$ cat config.mk
export PLATFORM = sky130hd
export DESIGN_NAME = mem_fill_arbiter
export DESIGN_NICKNAME = d
export VERILOG_FILES = /design/src/rtl/mem_fill_pkg.sv /design/src/rtl/rr_arbiter.sv /design/src/rtl/mem_fill_arbiter.sv
export SDC_FILE = /design/constraint.sdc
export NUM_CORES = 1
export LEC_CHECK = 0
export ABC_AREA = 1
export ABC_CLOCK_PERIOD_IN_PS = 1600
export CORE_AREA = 2 2 86 88
export CTS_CLUSTER_DIAMETER = 40
export DETAILED_ROUTE_END_ITERATION = 10
export DIE_AREA = 0 0 88 90
export GPL_TIMING_DRIVEN = 0
export PLACE_DENSITY = 0.8
export SYNTH_ARGS = -nofsm -noshare
export SYNTH_HDL_FRONTEND = slang
export SYNTH_SLANG_ARGS = --single-unit
$ cat constraint.sdc
create_clock -name clk -period 1.6 [get_ports clk]
set_input_delay 0.16 -clock clk [delete_from_list [all_inputs] [get_ports clk]]
set_output_delay 0.16 -clock clk [all_outputs]
set_load 0.03 [all_outputs]
$ cat src/rtl/mem_fill_pkg.sv
// Shared state type, default parameters and width helper for the memory fill arbiter.
package mem_fill_pkg;

   typedef enum logic [1:0] {
      IDLE = 2'd0,
      FILL = 2'd1,
      TAG  = 2'd2
   } fill_state_t;

   localparam int DEF_N_CH          = 2;
   localparam int DEF_ADDR_W        = 16;
   localparam int DEF_DATA_W        = 16;
   localparam int DEF_WORDS_PER_BLK = 8;

   function automatic int clog2(input int v);
      int r;
      r = 0;
      for (int i = 0; i < 31; i++) begin
         if ((1 << i) < v) r = i + 1;
      end
      return r;
   endfunction

endpackage

$ cat src/rtl/rr_arbiter.sv
// N-way request selector with a combinational grant; fixed priority (lowest index) by default,
// round-robin from a pointer register when MEM_FILL_RR_EN is defined.
module rr_arbiter #(
   parameter int N     = 2,
   parameter int IDX_W = 1
) (
`ifdef MEM_FILL_RR_EN
   input  logic             clk,
   input  logic             rst_n,
   input  logic             adv_i,
`endif
   input  logic [N-1:0]     req_i,
   output logic             gnt_vld_o,
   output logic [IDX_W-1:0] gnt_idx_o
);

`ifdef MEM_FILL_RR_EN
   logic [IDX_W-1:0] ptr_q;
   int               best_dist;

   // Winner is the requester closest to the pointer, walking upward with wrap.
   always_comb begin
      gnt_vld_o = 1'b0;
      gnt_idx_o = '0;
      best_dist = N;
      for (int j = 0; j < N; j++) begin
         if (req_i[j] && (((j + N - int'(ptr_q)) % N) < best_dist)) begin
            best_dist = (j + N - int'(ptr_q)) % N;
            gnt_vld_o = 1'b1;
            gnt_idx_o = IDX_W'(j);
         end
      end
   end

   always_ff @(posedge clk or negedge rst_n) begin
      if (!rst_n) begin
         ptr_q <= '0;
      end else if (adv_i && gnt_vld_o) begin
         ptr_q <= IDX_W'((int'(gnt_idx_o) + 1) % N);
      end
   end
`else
   always_comb begin
      gnt_vld_o = 1'b0;
      gnt_idx_o = '0;
      for (int j = N - 1; j >= 0; j--) begin
         if (req_i[j]) begin
            gnt_vld_o = 1'b1;
            gnt_idx_o = IDX_W'(j);
         end
      end
   end
`endif

endmodule

$ cat src/rtl/mem_fill_arbiter.sv
// Shares one memory port between N_CH caches: write-throughs issue from IDLE with priority, misses
// fetch a whole block (FILL) then write the tag (TAG). MEM_FILL_RR_EN selects round-robin arbitration.
module mem_fill_arbiter
   import mem_fill_pkg::*;
#(
   parameter int N_CH          = DEF_N_CH,
   parameter int ADDR_W        = DEF_ADDR_W,
   parameter int DATA_W        = DEF_DATA_W,
   parameter int WORDS_PER_BLK = DEF_WORDS_PER_BLK
) (
   input  logic                             clk,
   input  logic                             rst_n,
   input  logic [N_CH-1:0]                  miss_req,
   input  logic [N_CH*ADDR_W-1:0]           miss_addr,
   input  logic [N_CH-1:0]                  wr_req,
   input  logic [N_CH*ADDR_W-1:0]           wr_addr,
   input  logic [N_CH*DATA_W-1:0]           wr_data,
   output logic [N_CH-1:0]                  busy,
   output logic [N_CH-1:0]                  wr_ack,
   output logic [N_CH-1:0]                  fill_we,
   output logic [N_CH-1:0]                  tag_we,
   output logic [clog2(WORDS_PER_BLK)-1:0]  fill_word,
   output logic [DATA_W-1:0]                fill_data,
   output logic                             mem_en,
   output logic                             mem_wr,
   output logic [ADDR_W-1:0]                mem_addr,
   output logic [DATA_W-1:0]                mem_wdata,
   input  logic [DATA_W-1:0]                mem_rdata,
   input  logic                             mem_valid
);

   localparam int WORD_W = clog2(WORDS_PER_BLK);
   localparam int CNT_W  = WORD_W + 1;
   localparam int IDX_W  = (N_CH > 1) ? clog2(N_CH) : 1;

   fill_state_t       state_q;
   logic [CNT_W-1:0]  issue_cnt_q, recv_cnt_q;
   logic [ADDR_W-1:0] base_q, base_d;
   logic [IDX_W-1:0]  gidx_q;

   logic              w_vld, m_vld, wr_issue, miss_grant;
   logic [IDX_W-1:0]  w_idx, m_idx;

   logic [ADDR_W-1:0] miss_addr_a [N_CH];
   logic [ADDR_W-1:0] wr_addr_a   [N_CH];
   logic [DATA_W-1:0] wr_data_a   [N_CH];

   for (genvar c = 0; c < N_CH; c++) begin : g_unpack
      assign miss_addr_a[c] = miss_addr[c*ADDR_W +: ADDR_W];
      assign wr_addr_a[c]   = wr_addr[c*ADDR_W +: ADDR_W];
      assign wr_data_a[c]   = wr_data[c*DATA_W +: DATA_W];
   end

   function automatic logic [N_CH-1:0] ch_oh(input logic [IDX_W-1:0] i);
      return N_CH'(1) << i;
   endfunction

   rr_arbiter #(.N(N_CH), .IDX_W(IDX_W)) u_wr_arb (
`ifdef MEM_FILL_RR_EN
      .clk       (clk),
      .rst_n     (rst_n),
      .adv_i     (wr_issue),
`endif
      .req_i     (wr_req),
      .gnt_vld_o (w_vld),
      .gnt_idx_o (w_idx)
   );

   rr_arbiter #(.N(N_CH), .IDX_W(IDX_W)) u_miss_arb (
`ifdef MEM_FILL_RR_EN
      .clk       (clk),
      .rst_n     (rst_n),
      .adv_i     (miss_grant),
`endif
      .req_i     (miss_req),
      .gnt_vld_o (m_vld),
      .gnt_idx_o (m_idx)
   );

   assign wr_issue   = rst_n && (state_q == IDLE) && w_vld;
   assign miss_grant = rst_n && (state_q == IDLE) && !w_vld && m_vld;
   // Words are two bytes, so a block spans 2*WORDS_PER_BLK bytes.
   assign base_d     = miss_addr_a[m_idx] & ~ADDR_W'(2*WORDS_PER_BLK - 1);

   always_ff @(posedge clk or negedge rst_n) begin
      if (!rst_n) begin
         state_q     <= IDLE;
         issue_cnt_q <= '0;
         recv_cnt_q  <= '0;
         base_q      <= '0;
         gidx_q      <= '0;
      end else begin
         case (state_q)
            IDLE: begin
               if (miss_grant) begin
                  state_q     <= FILL;
                  base_q      <= base_d;
                  gidx_q      <= m_idx;
                  issue_cnt_q <= '0;
                  recv_cnt_q  <= '0;
               end
            end
            FILL: begin
               if (issue_cnt_q < CNT_W'(WORDS_PER_BLK)) issue_cnt_q <= issue_cnt_q + 1'b1;
               if (mem_valid) begin
                  recv_cnt_q <= recv_cnt_q + 1'b1;
                  if (recv_cnt_q == CNT_W'(WORDS_PER_BLK - 1)) state_q <= TAG;
               end
            end
            TAG:     state_q <= IDLE;
            default: state_q <= IDLE;
         endcase
      end
   end

   always_comb begin
      busy      = '0;
      wr_ack    = '0;
      fill_we   = '0;
      tag_we    = '0;
      fill_word = '0;
      fill_data = '0;
      mem_en    = 1'b0;
      mem_wr    = 1'b0;
      mem_addr  = '0;
      mem_wdata = '0;
      if (rst_n) begin
         case (state_q)
            IDLE: begin
               if (w_vld) begin
                  mem_en    = 1'b1;
                  mem_wr    = 1'b1;
                  mem_addr  = wr_addr_a[w_idx];
                  mem_wdata = wr_data_a[w_idx];
                  wr_ack    = ch_oh(w_idx);
               end else if (m_vld) begin
                  busy = ch_oh(m_idx);
               end
            end
            FILL: begin
               busy = ch_oh(gidx_q);
               if (issue_cnt_q < CNT_W'(WORDS_PER_BLK)) begin
                  mem_en   = 1'b1;
                  mem_addr = base_q + ADDR_W'({issue_cnt_q, 1'b0});
               end
               if (mem_valid) begin
                  fill_we   = ch_oh(gidx_q);
                  fill_word = recv_cnt_q[WORD_W-1:0];
                  fill_data = mem_rdata;
               end
            end
            TAG: begin
               busy   = ch_oh(gidx_q);
               tag_we = ch_oh(gidx_q);
            end
            default: ;
         endcase
      end
   end

endmodule

==> reports/results.tsv, run 1 <==
metric	value	unit
outcome	finished, violations left	
violations	setup timing	
arrival	1740	ps
wirelength	9900	um
gp_congestion	0.881	
setup-tns-final	-14190	ps
timing.final.crit_share	119	%
hold_end	base_q[8]	
fp.dieH	90	um
fp-row-count	31	
place_area	4330	sq um
clk_pin_slew	80	ps
fmax	527	MHz
cts.path.max_buffers	2	
ys_seq_elements	23	
n_antenna_cell	0	
syn_area	2290	sq um
grt_pass1_wl	14300	um
path_class	register to output pin	
grtUsageMet1	26.8	%
grt_util_all_layers	22.0	%
start_util	32.7	%
rr_endpoint	issue_cnt_q[3]	
drive_above_1_share	37.9	%
setup_viol	61	
cts_root_buffer	clkbuf_8	
cap_violations	0	
crit_fanout	6	
die-area	7920	sq um
crit_path_max_incr_delay	460	ps
vias	3223	
cp-start-kind	register	
cts_sinks	23	
powerDensity	1130	nW/um^2
hold_start	wr_req[0]	
wl_per_cell	14.7	um
finalWorstSetupSlack	-299	ps
dp_hpwl	7100	um
ys_seq_area_share	25.1	%
tightest_slew	1040	ps
yosysWarnings	0	
clkLatencyLatePin	260	ps
fill_cells	511	
drc	0	
io_buffers	170	
register_area	577	sq um
report.final.slew_viol_count	0	
async_flop_share	100	%
hold_depth	4	
skew	4.00	ps
multi_input_area	2050	sq um
syn_inst	362	
r2r_cells	10	
cts_buffers	3	
gr-total-overflow	0	
rsz0062_at_grt	yes	
reg2reg_setup_slack	10	ps
end_kind	output pin	
fin_crit	1900	ps
ant_nets	0	
busiest_layer	met2	
h-tree-depth	1	
grt_pass1_vias	2951	
grt_max_degree	24	
viasPerCell	4.80	
peakVddDrop	0.757	mV
synth_edf_count	0	
core	7020	sq um
hold_path_class	primary input to register	
fin_nets	700	
areaGrowthSynthToFinish	126	%
synth_flop_cell	dfrtp_1	
reg2reg_from	state_q[1]	
syn_area_per_cell	6.33	sq um
slew_headroom	30.4	%
crit_chain	inv_2, ha_4, nand2_8, nor2_4, buf_4, a22o_1, buf_6	
die_w	88	um
synth_nets	488	
slowest_stage	dfrtp_2	
drtPass1Iterations	4	
fin_area	5180	sq um
pin_count	180	
dr.first_iter.drc_count	125	
antenna_found_initial	0	
synth_cell_type_count	32	
cts_tree	yes	
hold_viol	0	
crit_required	1440	ps
grt_use_met3	3.40	%
p_leak	2.29	nW
grtUsageMet2	40.3	%
## what timing repair did
action / CTS / global route
hold buffers: 1 / 0
setup buffers: 13 / 16
hold endpoints to repair: 23 / 0
gates resized for setup: 436 / 113
cloned: 5 / 3
endpoints found under the setup margin: 84 / 85
pin swaps: 12 / 36
## cell type report
type	instances	share of cell area [%]
Multi-Input combinational cell	297	39.6
Tap cell	99	2.39
Sequential cell	23	11.1
Buffer	17	3.12
Inverter	27	2.25
Timing Repair Buffer	205	40.6
Clock buffer	4	0.870
## report_power, final
part	internal, mW	switching [mW]	total, mW
Combinational	2.09	2.30	4.39
Sequential	0.815	0.281	1.10
Clock	0.178	0.187	0.364
## metrics by stage
step           hold WS (ps)  util [%]  setup WS, ps  total power, mW  instances
2_1_floorplan          -136         -          -122             3.01        362
3_3_place_gp            480      61.6         -2380             4.05        631
3_5_place_dp            482      61.6         -2470             4.11        631
4_1_cts                 377      64.9          -356             5.03        654
5_1_grt                 351      73.7          -351             6.21        672
6_report                340      73.7          -299             5.85        672
## registers in the layout (all words and copies together) (netlist names)
| name | cells |
|---|---|
| base_q | 12 |
| issue_cnt_q | 4 |
| recv_cnt_q | 4 |
| state_q | 2 |
| gidx_q | 1 |
## worst max-delay path: cells and delay by family, from the launching register on
family	cells	cell delay (ps)
adders and majority gates	1	190
DFF	1	460
AOI/OAI and AO/OA	1	140
buffers and inverters	3	380
and+or+nand+nor	2	310
## cell usage after synthesis, types with 3 or more instances
library cell  number  area (sq um)
a21oi_1           30           150
a22o_1            17           149
buf_2             10          50.1
buf_6              4          45.0
dfrtp_1           23           576
ha_1               7          87.6
inv_1             21          78.8
inv_2              4          15.0
nand2_1          139           522
nand2_2            4          25.0
nand3_1           11          55.1
nor2_1            45           169
nor3_1             4          20.0
o21ai_0            4          20.0
o21ai_1            5          25.0
o31ai_1            6          45.0
o31ai_2            6          75.1
xor2_1             3          26.3
## how the worst max path moves through the flow
stage / startpoint / to / slack [ps] / depth (start not counted)
detailed placement: rst_n / mem_addr[11] / -2470 / 5
global placement: rst_n / mem_addr[11] / -2380 / 5
CTS: state_q[1] / mem_addr[3] / -360 / 9
floorplan: state_q[1] / fill_data[10] / -120 / 6
finish: state_q[0] / mem_wdata[15] / -300 / 7
global route: state_q[1] / mem_addr[5] / -350 / 8
## cell usage in the layout, fill, tap and decap left out, types with 8 or more instances in the layout
master             n
a21oi_4           13
buf_4             30
buf_6             70
nor2_4            27
clkdlybuf4s50_1  107
nand2_1          122
a22o_1             8
inv_1             18
nor2_1            23
nand2_2           14
nand3_1           11
dfrtp_1           22
a21oi_1           13
## cells by family after synthesis
group | share of synthesized area [%]
compound gates | 21.3
buf+inv | 9.61
simple gates | 39.0
flops | 25.1
xor+xnor | 1.15
fa+ha+maj | 3.82
## layer usage
layer	up-vias	part of all wire (%)
li1	1607	-
met4	0	1.2
met3	10	8.8
met2	168	50
met5	-	0
met1	1438	40
Note: power is estimated with default switching activity, not from simulation.
==> run 2, diff against run 1 <==
--- a/config.mk
+++ b/config.mk
@@ -6,13 +6,14 @@
 export NUM_CORES = 1
 export LEC_CHECK = 0
 export ABC_AREA = 1
-export ABC_CLOCK_PERIOD_IN_PS = 1600
-export CORE_AREA = 2 2 86 88
+export CELL_PAD_IN_SITES_DETAIL_PLACEMENT = 0
+export CELL_PAD_IN_SITES_GLOBAL_PLACEMENT = 1
+export CORE_AREA = 2 2 108 110
 export CTS_CLUSTER_DIAMETER = 40
 export DETAILED_ROUTE_END_ITERATION = 10
-export DIE_AREA = 0 0 88 90
+export DIE_AREA = 0 0 110 112
 export GPL_TIMING_DRIVEN = 0
-export PLACE_DENSITY = 0.8
+export PLACE_DENSITY_LB_ADDON = 0.1
 export SYNTH_ARGS = -nofsm -noshare
 export SYNTH_HDL_FRONTEND = slang
 export SYNTH_SLANG_ARGS = --single-unit
==> run 2 against run 1 <==
  * The flow still finishes with violations (setup timing)
  * Sequential share of layout area is 0.86 points lower
  * Worst setup slack improved by 8.7 ps
  * Combinational power increased by 9.3%
  * Global-route usage is 6.5 points lower
  * Cell count up 7.0%
  * Hold slack better by 31 ps
  * Clock power is 53% higher
  * Core utilization decreased by 24 points
  * Final area rose by 8.4%
  * Die area is 56% higher
  * Via count down 1.5%
  * Largest cell class unchanged
  * Highest routed layer unchanged
==> reports/results.tsv, run 2 (synthesis gave the netlist of run 1 again) <==
metric	value	unit	change
outcome	finished, violations left		
violations	setup timing		
pin_count	180		unchanged
h-tree-depth	1		unchanged
p_leak	2.47	nW	+7.9%
dp_hpwl	7580	um	+6.8%
path_class	register to output pin		
cts_root_buffer	clkbuf_16		
die-area	12300	sq um	+56%
clkLatencyLatePin	260	ps	about the same
viasPerCell	4.42		-7.9%
grt_pass1_vias	3013		+2.1%
cp-start-kind	register		
core	11200	sq um	+59%
gr-total-overflow	0		unchanged
slowest_stage	dfrtp_1		
finalWorstSetupSlack	-290	ps	+8.69 ps
cts.path.max_buffers	2		unchanged
skew	3.29	ps	-0.710 ps
busiest_layer	met2		
fin_nets	703		+0.43%
grtUsageMet2	26.2	%	-14 points
wl_per_cell	14.6	um	-0.61%
fp.dieH	112	um	+24%
tightest_slew	496	ps	-548 ps
grt_max_degree	24		unchanged
cts_buffers	3		unchanged
timing.final.crit_share	118	%	-0.54 points
layout_common_cells	nand2_1, clkdlybuf4s50_1, buf_6		
wirelength	10500	um	+6.3%
cap_violations	0		unchanged
cts_sinks	23		unchanged
setup_viol	80		+31%
cpMostUsedCell	buf_6		
largest_reg_flops	12		unchanged
slew_headroom	66.9	%	+37 points
crit_fanout	5		-1
hold_path_class	primary input to register		
reg2reg_setup_slack	-100	ps	-110 ps
place_ws	-2670	ps	-202 ps
io_buffers	170		unchanged
reg_top3	base_q (12), issue_cnt_q (4), recv_cnt_q (4)		
antenna_found_initial	0		unchanged
grt_use_met3	2.58	%	-0.82 points
arrival	1730	ps	about the same
end_kind	output pin		
grt_pass1_wl	15200	um	+6.7%
fp-row-count	39		+26%
gp_congestion	0.793		-10%
crit_required	1440	ps	about the same
report.final.slew_viol_count	0		unchanged
start_util	20.5	%	-12 points
drc	0		unchanged
hold_viol	0		unchanged
drive_above_1_share	42.4	%	+4.5 points
n_antenna_cell	0		unchanged
fmax	529	MHz	+0.46%
dr.first_iter.drc_count	105		-16%
timing.hold.ws	370	ps	+30.5 ps
vias	3175		-1.5%
crit_chain	inv_2, buf_6, ha_4, nand2_8, nor2_4, buf_6, a22o_1, buf_6		
die_w	110	um	+25%
rsz0062_at_grt	yes		
fin_crit	1890	ps	-8.69 ps
cts_tree	yes		
ant_nets	0		unchanged
clk_pin_slew	60	ps	-20 ps
areaGrowthSynthToFinish	145	%	
peakVddDrop	0.580	mV	-23%
grtUsageMet1	20.8	%	-6.0 points
regMostFlops	base_q		
grt_util_all_layers	15.4	%	-6.5 points
crit_path_max_incr_delay	400	ps	-60 ps
drtPass1Iterations	4		unchanged
powerDensity	1150	nW/um^2	+2.2%
[run 2: cell count changes in the layout (fill, tap and decap cells not counted), moves of 4 or more]
cell     previous run  this run
nand2_1           122       107
buf_4              30        19
nand2_4             5        16
buf_6              70        78
o31ai_1             6         1
o31ai_4             0         5
a22o_2              4         0
a22o_4              5         9
[run 2: final cells by class]
class	instances	area, sq um
timing repair buffer	209	2200
buffer	17	171
multi-input combinational	296	2280
clock buffer	4	78.8
fill	1105	5560
inverter	27	123
tap	143	179
sequential	23	577
[run 2: final timing paths]
kind | startpoint | endpoint | cells after the start
worst max-delay path | state_q[1] | mem_wdata[6] | 8
worst min-delay path | wr_req[0] | base_q[7] | 4
worst max register to register | state_q[1] | issue_cnt_q[1] | 11
worst min register to register | base_q[15] | base_q[15] | 2
max in group asynchronous | rst_n | issue_cnt_q[3] | 3
min in group asynchronous | rst_n | base_q[15] | 3
[run 2: worst max-delay path, delay by kind of cell, from the launching register on]
| family | cells | cell delay (ps) |
|---|---|---|
| buffers and inverters | 4 | 470 |
| flip-flops | 1 | 400 |
| AND/OR/NAND/NOR | 2 | 270 |
| adder cells (fa/ha/maj) | 1 | 180 |
| AO/OA/AOI/OAI | 1 | 140 |
[run 2: what timing repair did]
| action | CTS | global route |
|---|---|---|
| pin swaps | 29 | 28 |
| endpoints found under the setup margin | 84 | 83 |
| buffers inserted | 16 | 15 |
| gates resized for setup | 526 | 91 |
| cloned | 5 | 4 |
| hold buffers | 2 | 0 |
| endpoints found under the hold margin | 23 | 0 |
[run 2: routing by layer]
metal,part of all wire (%),vias to the layer above,wire [um]
met2,48,113,5080
met5,0,-,0
met4,0.42,0,44
met3,7.9,2,835
li1,-,1611,-
met1,43,1449,4570
[run 2: metrics by stage]
step / power (mW) / TNS [ps] / std cells / utilization [%] / area, sq um
final: 6.48 / -12610 / 719 / 50.2 / 5610
after global routing: 6.91 / -18720 / 719 / 50.2 / 5610
after CTS: 5.63 / -11900 / 702 / 45.2 / 5050
after detailed placement: 4.16 / -138610 / 675 / 39.2 / 4380
after global placement: 4.15 / -137470 / 675 / 39.2 / 4380
after floorplan: 3.01 / -1620 / 362 / - / 2500
[run 2: where the power goes]
group | internal (mW) | total (mW) | switching [mW]
logic | 2.32 | 4.80 | 2.48
registers | 0.813 | 1.13 | 0.313
clock network | 0.340 | 0.557 | 0.217
